**src/rtl/bpm_digit_renderer.sv**
```systemverilog
// rtl/bpm_digit_renderer.sv - BPM value to three sprite digits with frame-synchronous layout swap
module bpm_digit_renderer #(
    parameter int ORIGIN_X = 100,
    parameter int ORIGIN_Y = 50,
    parameter int SHEET_W  = 640
) (
    input  logic        clk,
    input  logic        reset_n,
    input  logic [9:0]  value,
    input  logic        value_valid,
    output logic        busy,
    output logic        dropped,
    output logic [3:0]  number,
    input  logic [10:0] sprite_x_left,
    input  logic [10:0] sprite_x_right,
    input  logic [10:0] sprite_y_top,
    input  logic [10:0] sprite_y_bottom,
    input  logic [10:0] hcount,
    input  logic [9:0]  vcount,
    output logic [18:0] rom_addr,
    output logic        pixel_en
);
    typedef enum logic [2:0] {IDLE, CONV, REQ, CAP, COMMIT} state_t;

    state_t      state;
    logic [3:0]  cnt;
    logic [1:0]  slot;
    logic [21:0] sr;
    logic [21:0] sr_next;
    logic        pending_ready;
    logic [10:0] cap_l[3], cap_r[3], cap_t[3], cap_b[3];
    logic [10:0] pend_x[3], pend_w[3], pend_h[3], pend_l[3], pend_t[3];
    logic [10:0] act_x[3], act_w[3], act_h[3], act_l[3], act_t[3];
    logic [10:0] lay_x[3], lay_w[3];

    // One shift-add-3 iteration: BCD nibbles live in [21:10], binary in [9:0].
    function automatic logic [21:0] bcd_step(input logic [21:0] s);
        logic [21:0] a;
        a = s;
        for (int i = 0; i < 3; i++) begin
            if (a[10+4*i +: 4] >= 4'd5)
                a[10+4*i +: 4] = a[10+4*i +: 4] + 4'd3;
        end
        return {a[20:0], 1'b0};
    endfunction

    assign sr_next = bcd_step(sr);

    // Leading-zero suppression; a suppressed slot collapses to zero width.
    always_comb begin
        lay_w[0] = (sr[21:18] == 4'd0) ? 11'd0 : cap_r[0] - cap_l[0];
        lay_w[1] = (sr[21:14] == 8'd0) ? 11'd0 : cap_r[1] - cap_l[1];
        lay_w[2] = cap_r[2] - cap_l[2];
        lay_x[0] = 11'(ORIGIN_X);
        lay_x[1] = 11'(ORIGIN_X) + lay_w[0];
        lay_x[2] = 11'(ORIGIN_X) + lay_w[0] + lay_w[1];
    end

    always_ff @(posedge clk or negedge reset_n) begin
        if (!reset_n) begin
            state         <= IDLE;
            cnt           <= 4'd0;
            slot          <= 2'd0;
            sr            <= 22'd0;
            busy          <= 1'b0;
            dropped       <= 1'b0;
            number        <= 4'd0;
            pending_ready <= 1'b0;
            for (int k = 0; k < 3; k++) begin
                cap_l[k]  <= 11'd0;
                cap_r[k]  <= 11'd0;
                cap_t[k]  <= 11'd0;
                cap_b[k]  <= 11'd0;
                pend_x[k] <= 11'd0;
                pend_w[k] <= 11'd0;
                pend_h[k] <= 11'd0;
                pend_l[k] <= 11'd0;
                pend_t[k] <= 11'd0;
                act_x[k]  <= 11'd0;
                act_w[k]  <= 11'd0;
                act_h[k]  <= 11'd0;
                act_l[k]  <= 11'd0;
                act_t[k]  <= 11'd0;
            end
        end else begin
            dropped <= value_valid && (state != IDLE);
            case (state)
                IDLE: begin
                    if (value_valid) begin
                        sr    <= {12'd0, (value > 10'd999) ? 10'd999 : value};
                        cnt   <= 4'd0;
                        busy  <= 1'b1;
                        state <= CONV;
                    end
                end
                CONV: begin
                    sr  <= sr_next;
                    cnt <= cnt + 4'd1;
                    if (cnt == 4'd9) begin
                        number <= sr_next[21:18];
                        slot   <= 2'd0;
                        state  <= REQ;
                    end
                end
                REQ: state <= CAP;
                CAP: begin
                    cap_l[slot] <= sprite_x_left;
                    cap_r[slot] <= sprite_x_right;
                    cap_t[slot] <= sprite_y_top;
                    cap_b[slot] <= sprite_y_bottom;
                    if (slot == 2'd2) begin
                        state <= COMMIT;
                    end else begin
                        number <= (slot == 2'd0) ? sr[17:14] : sr[13:10];
                        slot   <= slot + 2'd1;
                        state  <= REQ;
                    end
                end
                COMMIT: begin
                    for (int k = 0; k < 3; k++) begin
                        pend_x[k] <= lay_x[k];
                        pend_w[k] <= lay_w[k];
                        pend_h[k] <= cap_b[k] - cap_t[k];
                        pend_l[k] <= cap_l[k];
                        pend_t[k] <= cap_t[k];
                    end
                    pending_ready <= 1'b1;
                    busy          <= 1'b0;
                    state         <= IDLE;
                end
                default: state <= IDLE;
            endcase
            // Swap only on the frame-origin pixel so a frame never mixes layouts.
            if (hcount == 11'd0 && vcount == 10'd0 && pending_ready) begin
                for (int k = 0; k < 3; k++) begin
                    act_x[k] <= pend_x[k];
                    act_w[k] <= pend_w[k];
                    act_h[k] <= pend_h[k];
                    act_l[k] <= pend_l[k];
                    act_t[k] <= pend_t[k];
                end
                if (state != COMMIT)
                    pending_ready <= 1'b0;
            end
        end
    end

    logic [10:0] h_q;
    logic [9:0]  v_q;
    logic        hit, s1_hit;
    logic [10:0] dx, dy, sel_l, sel_t;
    logic [10:0] s1_dx, s1_dy, s1_l, s1_t;
    logic [18:0] addr_c;

    always_comb begin
        hit   = 1'b0;
        dx    = 11'd0;
        dy    = 11'd0;
        sel_l = 11'd0;
        sel_t = 11'd0;
        for (int k = 0; k < 3; k++) begin
            if (act_w[k] != 11'd0 && h_q >= act_x[k] &&
                {1'b0, h_q} < {1'b0, act_x[k]} + {1'b0, act_w[k]} &&
                {1'b0, v_q} >= 11'(ORIGIN_Y) &&
                {2'b0, v_q} < 12'(ORIGIN_Y) + {1'b0, act_h[k]}) begin
                hit   = 1'b1;
                dx    = h_q - act_x[k];
                dy    = {1'b0, v_q} - 11'(ORIGIN_Y);
                sel_l = act_l[k];
                sel_t = act_t[k];
            end
        end
    end

    assign addr_c = (19'(s1_t) + 19'(s1_dy)) * 19'(SHEET_W) + 19'(s1_l) + 19'(s1_dx);

    always_ff @(posedge clk or negedge reset_n) begin
        if (!reset_n) begin
            h_q      <= 11'd0;
            v_q      <= 10'd0;
            s1_hit   <= 1'b0;
            s1_dx    <= 11'd0;
            s1_dy    <= 11'd0;
            s1_l     <= 11'd0;
            s1_t     <= 11'd0;
            rom_addr <= 19'd0;
            pixel_en <= 1'b0;
        end else begin
            h_q      <= hcount;
            v_q      <= vcount;
            s1_hit   <= hit;
            s1_dx    <= dx;
            s1_dy    <= dy;
            s1_l     <= sel_l;
            s1_t     <= sel_t;
            rom_addr <= s1_hit ? addr_c : 19'd0;
            pixel_en <= s1_hit;
        end
    end
endmodule

```
**config.mk**
```make
export PLATFORM = sky130hd
export DESIGN_NAME = bpm_digit_renderer
export DESIGN_NICKNAME = d
export VERILOG_FILES = /design/src/rtl/bpm_digit_renderer.sv
export SDC_FILE = /design/constraint.sdc
export NUM_CORES = 1
export LEC_CHECK = 0
export CAP_MARGIN = 40
export CORE_UTILIZATION = 55
export DETAILED_ROUTE_END_ITERATION = 10
export GPL_TIMING_DRIVEN = 0
export PLACE_DENSITY_LB_ADDON = 0.2
export SLEW_MARGIN = 20
export SYNTH_ARGS = -nofsm -noshare
export SYNTH_HDL_FRONTEND = slang
export SYNTH_SLANG_ARGS = --single-unit
```
**constraint.sdc**
```tcl
create_clock -name clk -period 4.8 [get_ports clk]
set_input_delay 0.48 -clock clk [delete_from_list [all_inputs] [get_ports clk]]
set_output_delay 0.48 -clock clk [all_outputs]
set_load 0.02 [all_outputs]
```
After elaboration in Yosys (flattened, before gate mapping)
Index checks and enable logic that the tools add are counted.
- register bits after elaboration: 566
- input bits: 78
- output and inout port bits: 26
- word-level logic and storage cells: 194
- add/sub/neg operators: 26
- $mul: 1
- order comparisons: 16
- equality and inequality tests: 10
- multiplexer cells: 48
- bitwise operators: 1
- reductions and logical operators: 33
- operators with widths (cell ; count):
    $mux 11 ; 15
    $bwmux 33 ; 4
    $sub 11x11->11 ; 8
    $pmux 22 s2 ; 1
    $add 19x11->19 ; 2
    $add 11x11->12 ; 3
    $add 6x11->12 const A ; 3
    $lt 10x12->1 ; 3
    $lt 11x12->1 ; 3
    $reduce_bool 11->1 ; 3
    $mux 4 ; 6
    $demux 11 s2 ; 1
    $ge 11x11->1 ; 2
    $mux 22 ; 1
    $mux 19 ; 1
    $logic_and 1x1->1 ; 16
    $pmux 4 s2 ; 2
    $add 7x11->12 ; 1
    $ge 4x3->1 const B ; 3
    $mul 12x3->12 const B ; 1
    $mux 3 ; 4
    $pmux 3 s4 ; 1
    $add 11x11->11 ; 1
    $add 7x11->11 const A ; 1
    other kinds (34) ; 49

Depth between registers and ports, before layout
- depth after elaboration: 8
- gate-level depth with buffers: 22

Worst setup path after synthesis
OpenSTA, ideal clock, no wires.
- path kind: reg2reg
- start: register act_x[0] (netlist name)
- end: register s1_dx[8]
- arrival time: 3960 ps
- slack: 715 ps
- stages on the path, launching flop included: 20
- path buffers: 1
- path through: dfrtp_1 > ha_1 > fa_1 > a21o_1 > a21oi_1 > o21bai_1 > a21oi_1 > o21bai_1 > a21oi_1 > o21bai_1 > a21oi_1 > xor2_1 > ha_1 > nor3_1 > nand3_1 > a41oi_1 > a311oi_1 > a2111oi_4 > buf_2 > mux2_2
- longest elaborated chain between the ends: 6
- ends and longest elaborated chain (element ; line ; RTL):
    start: declaration ; 33 ; logic [10:0] act_x[3], act_w[3], act_h[3], act_l[3], act_t[3];
    start signal: indexed assignment ; 136 ; act_x[k] <= pend_x[k];
    $add 11x11->12 / $ge 11x11->1 (equally long branches) ; 163, 162 ;
    $lt 11x12->1 / $logic_and 1x1->1 (equally long branches) ; 163, 162 ;
    $logic_and 1x1->1 ; 162 ; if (act_w[k] != 11'd0 && h_q >= act_x[k] &&
    $logic_and 1x1->1 ; 163 ; {1'b0, h_q} < {1'b0, act_x[k]} + {1'b0, act_w[k]} &&
    $logic_and 1x1->1 ; 164 ; {1'b0, v_q} >= 11'(ORIGIN_Y) &&
    $mux 11 * ; 162 ;
    via dx[8] ; 151 ; logic [10:0] dx, dy, sel_l, sel_t;
    end signal: assignment ; 182 ; s1_dx <= 11'd0;
    end signal: assignment ; 192 ; s1_dx <= dx;
    end: declaration ; 152 ; logic [10:0] s1_dx, s1_dy, s1_l, s1_t;
Mark *: on every way through the listed nets, which the timed path passes. The rest lies on a longest branch.
A chain may end at the register's enable or synchronous reset.

Worst setup path in the final report
- start: register act_x[24] (netlist name)
- end: register s1_t[0]
- longest elaborated chain between the ends: 8
- ends and longest elaborated chain (element ; line ; RTL):
    $add 7x11->12 / $ge 11x7->1 (equally long branches) ; 163, 162 ;
    $lt 11x12->1 / $logic_and 1x1->1 (equally long branches) ; 163, 162 ;
    $logic_and 1x1->1 * ; 162 ;
    $logic_and 1x1->1 * ; 163 ;
    $logic_and 1x1->1 * ; 164 ;
    $mux 11 * (3 in a row) ; 162 ;
    via sel_t[0] ; 151 ;
    end signal: assignment ; 195 ; s1_t <= sel_t;
    end: declaration ; 152 ;
Marked as above.

==> flow_metrics.py <==
metrics = {
    "sta": {
        "finalMaxSlewViolations": 0,
        "hold_viol_final": 0,
        "setup_slack_ns": 0.165,
        "fin_setup_tns_ns": 0,
        "fin_crit_ns": 4.63,
        "holdWs_ns": 0.319,
        "fin_worst_skew_ns": 0.0324,
        "period_share_pct": 96.6,
        "tightest_slew_ns": 0.832,
        "fmax_ghz": 0.216,
        "setup_viol": 0,
        "slew_headroom_pct": 44.5,
    },
    "critical_path": {
        "crit_fanout": 10,
        "rrSetupSlack_ns": 0.17,
        "cpPeakStageDelay_ns": 0.62,
        "arrival_ns": 5.12,
        "required_ns": 5.29,
        "end_kind": "flop",
        "cp-start-kind": "flop",
        "crit_slowest_cell": "clkbuf_1",
        "path_class": "reg2reg",
        "cp_cell_sequence": "ha_1 > a41o_1 > a21oi_1 > xor2_1 > ha_1 > a211o_1 > o221a_2 > o31ai_1 > a21oi_1 > a211oi_1 > clkbuf_1 > nand2_1 > mux2_2 > o21ai_1",
    },
    "pwr": {
        "leakage_nw": 16.4,
        "peakVddDrop_mv": 0.434,
        "power_density_mw_per_mm2": 586,
        "finalPower_mw": 20.2,
    },
    "detailed_routing": {
        "drtAntennaViolNets": 0,
        "drt_first_pass_iters": 5,
        "drt-initial-drc-count": 1550,
        "drt-wirelength-per-cell_um": 20.5,
        "vias": 22150,
        "wirelength_mm": 78.5,
        "drc": 0,
        "via_per_inst": 5.80,
    },
    "finish": {
        "n_fill_cell": 4244,
        "regArea_mm2": 0.0141,
        "drive_above_1_share_pct": 13.4,
        "syn2layout_area_growth_pct": 14.8,
        "multiInputGateArea_mm2": 0.0148,
        "layout.nets": 3409,
    },
    "global_route": {
        "grt_pass1_vias": 22290,
        "overflow": 0,
        "grt_max_degree": 101,
        "grt_use_total_pct": 28.6,
        "grt_first_pass_wirelength_mm": 123,
        "antenna_found_initial": 7,
    },
    "clock_network": {
        "cts_buffers": 57,
        "h-tree-depth": 2,
        "clk_pin_slew_worst_paths_ns": 0.06,
        "cts_buffer_depth": 3,
        "cts_tree": "yes",
        "clock_sinks": 562,
        "clkLatencyLatePin_ns": 0.65,
        "clock-root-buffer": "clkbuf_16",
    },
    "worst_hold_path": {
        "hp-class": "in2reg",
    },
    "die": {
        "dieArea_mm2": 0.0554,
        "num_rows": 85,
        "pin_count": 104,
        "design.core.area_mm2": 0.0538,
        "die_w_um": 235,
        "start_util_pct": 55.7,
        "die_h_um": 235,
    },
    "place": {
        "portBuffers": 103,
        "pre_cts_slack_ns": -0.290,
        "place.gp.congestion": 0.925,
        "dp_hpwl_mm": 60.5,
    },
    "synthesis": {
        "ys_warn_count": 0,
        "synth-seq-cells": 562,
        "syn-cell-area_mm2": 0.0300,
        "async_reset_ff_share_pct": 100,
        "synth_edf_count": 0,
        "synth_cell_types": 76,
        "avgSynthCellArea_um2": 10.3,
        "synthFlopType": "dfrtp_1",
        "synth_cells": 2898,
        "synth_fp_nets": 3233,
        "ys_seq_area_share_pct": 46.9,
    },
    "outcome": {
        "status": "finished, final reports clean",
    },
    "job": {
        "drv_cap": 0,
    },
}
## through the flow
step / std cells / instance area (µm²) / utilization [%]
floorplan: 2898 / 30000 / -
CTS: 3817 / 34300 / 63.7
detailed placement: 3709 / 32100 / 59.6
global placement: 3697 / 31900 / 59.2
finish: 3820 / 34400 / 63.9
global route: 3818 / 34400 / 63.9
## timing repair
action,4_1_cts,5_1_grt
pin swaps,1,4
buffers inserted,0,1
resized for setup,27,26
endpoints found under the hold margin,64,0
gates cloned,0,0
setup endpoints to repair,19,45
hold buffers,1,0
## placed cells by master (no fill, tap or decap), types with 27 or more instances in the layout
cell type,n
ha_1,239
nor2_1,116
o21a_1,27
a21o_1,30
nor2b_1,41
clkdlybuf4s50_1,102
xor2_1,56
inv_1,223
dfrtp_1,560
xnor2_1,93
o21ai_0,254
nand2b_1,33
clkbuf_1,82
clkbuf_16,58
mux2_2,255
nand2_1,372
nand3_1,41
a21oi_1,87
nor3_1,52
## final cells by class
cell class                 count  area share (%)
buffer                        97            1.21
antenna                        2          0.0145
multi-input combinational   2015            43.1
inverter                     224            2.44
clock buffer                  67            4.40
timing repair buffer         117            3.68
clock inverter                40            1.75
tap                          696            2.53
sequential                   562            40.9
## worst paths after layout
path,start,to,depth (start not counted)
max,act_x[24],s1_t[0],14
min,vcount[8],v_q[8],1
max reg2reg,act_x[24],s1_t[0],14
min reg2reg,pend_x[24],pend_x[24],1
max in group asynchronous,reset_n,cap_b[23],5
min in group asynchronous,reset_n,act_w[16],2
## sequential cells by signal (all words and copies together), names as in the netlist, 19 cells and up
| signal | count |
|---|---|
| cap_t | 33 |
| act_w | 31 |
| act_x | 23 |
| pend_h | 33 |
| act_l | 33 |
| pend_x | 23 |
| pend_w | 31 |
| act_t | 33 |
| cap_b | 33 |
| act_h | 33 |
| sr | 22 |
| cap_l | 33 |
| pend_l | 33 |
| pend_t | 33 |
| rom_addr | 19 |
| cap_r | 33 |
## cells in the mapped netlist (all sizes together) (19+ instances only)
cell type	count	area share [%]
o21ai	282	4.7
xnor2	93	2.7
a21oi	89	1.5
nor2	116	1.5
xor2	56	1.6
a21o	30	0.75
clkbuf	80	1.0
and2	20	0.42
nor2b	41	0.86
mux2	255	9.6
nor4	19	0.40
nand2b	33	0.69
nor3	53	0.88
dfrtp	562	47
inv	223	2.8
ha	239	10
nand3	41	0.68
o31ai	25	0.63
nand2	372	4.7
o21a	27	0.68
## cells by family after synthesis
family,count (synthesis),share of synthesized area (%)
simple gates,762,11.6
compound gates,582,11.9
flops,562,46.9
buf+inv,321,4.14
mux,264,9.88
fa+ha+maj,257,11.2
xor+xnor,150,4.43
## worst max-delay path: cells and delay by family (launching register included)
family | cells | cell delay, ns
muxes | 1 | 0.29
AOI/OAI and AO/OA | 8 | 2.14
adders and majority gates | 2 | 0.64
and+or+nand+nor | 1 | 0.12
DFF | 1 | 0.48
xor gates and xnor gates | 1 | 0.19
buffers and inverters | 1 | 0.62
## routing by layer
metal	vias up	track usage [%]	wire, µm
met1	10980	40.5	35300
met3	134	4.08	4870
li1	10408	-	-
met5	-	0	13
met2	626	45.4	35900
met4	2	9.78	2400
## power by group
group	total [mW]	leakage, nW	internal (mW)	switching [mW]
logic	8.07	8.50	3.27	4.80
registers	7.14	6.87	6.13	1.01
clock network	4.96	1.03	2.98	1.98
total	20.2	16.4	12.4	7.80
Power figures use the tool's default switching activity.
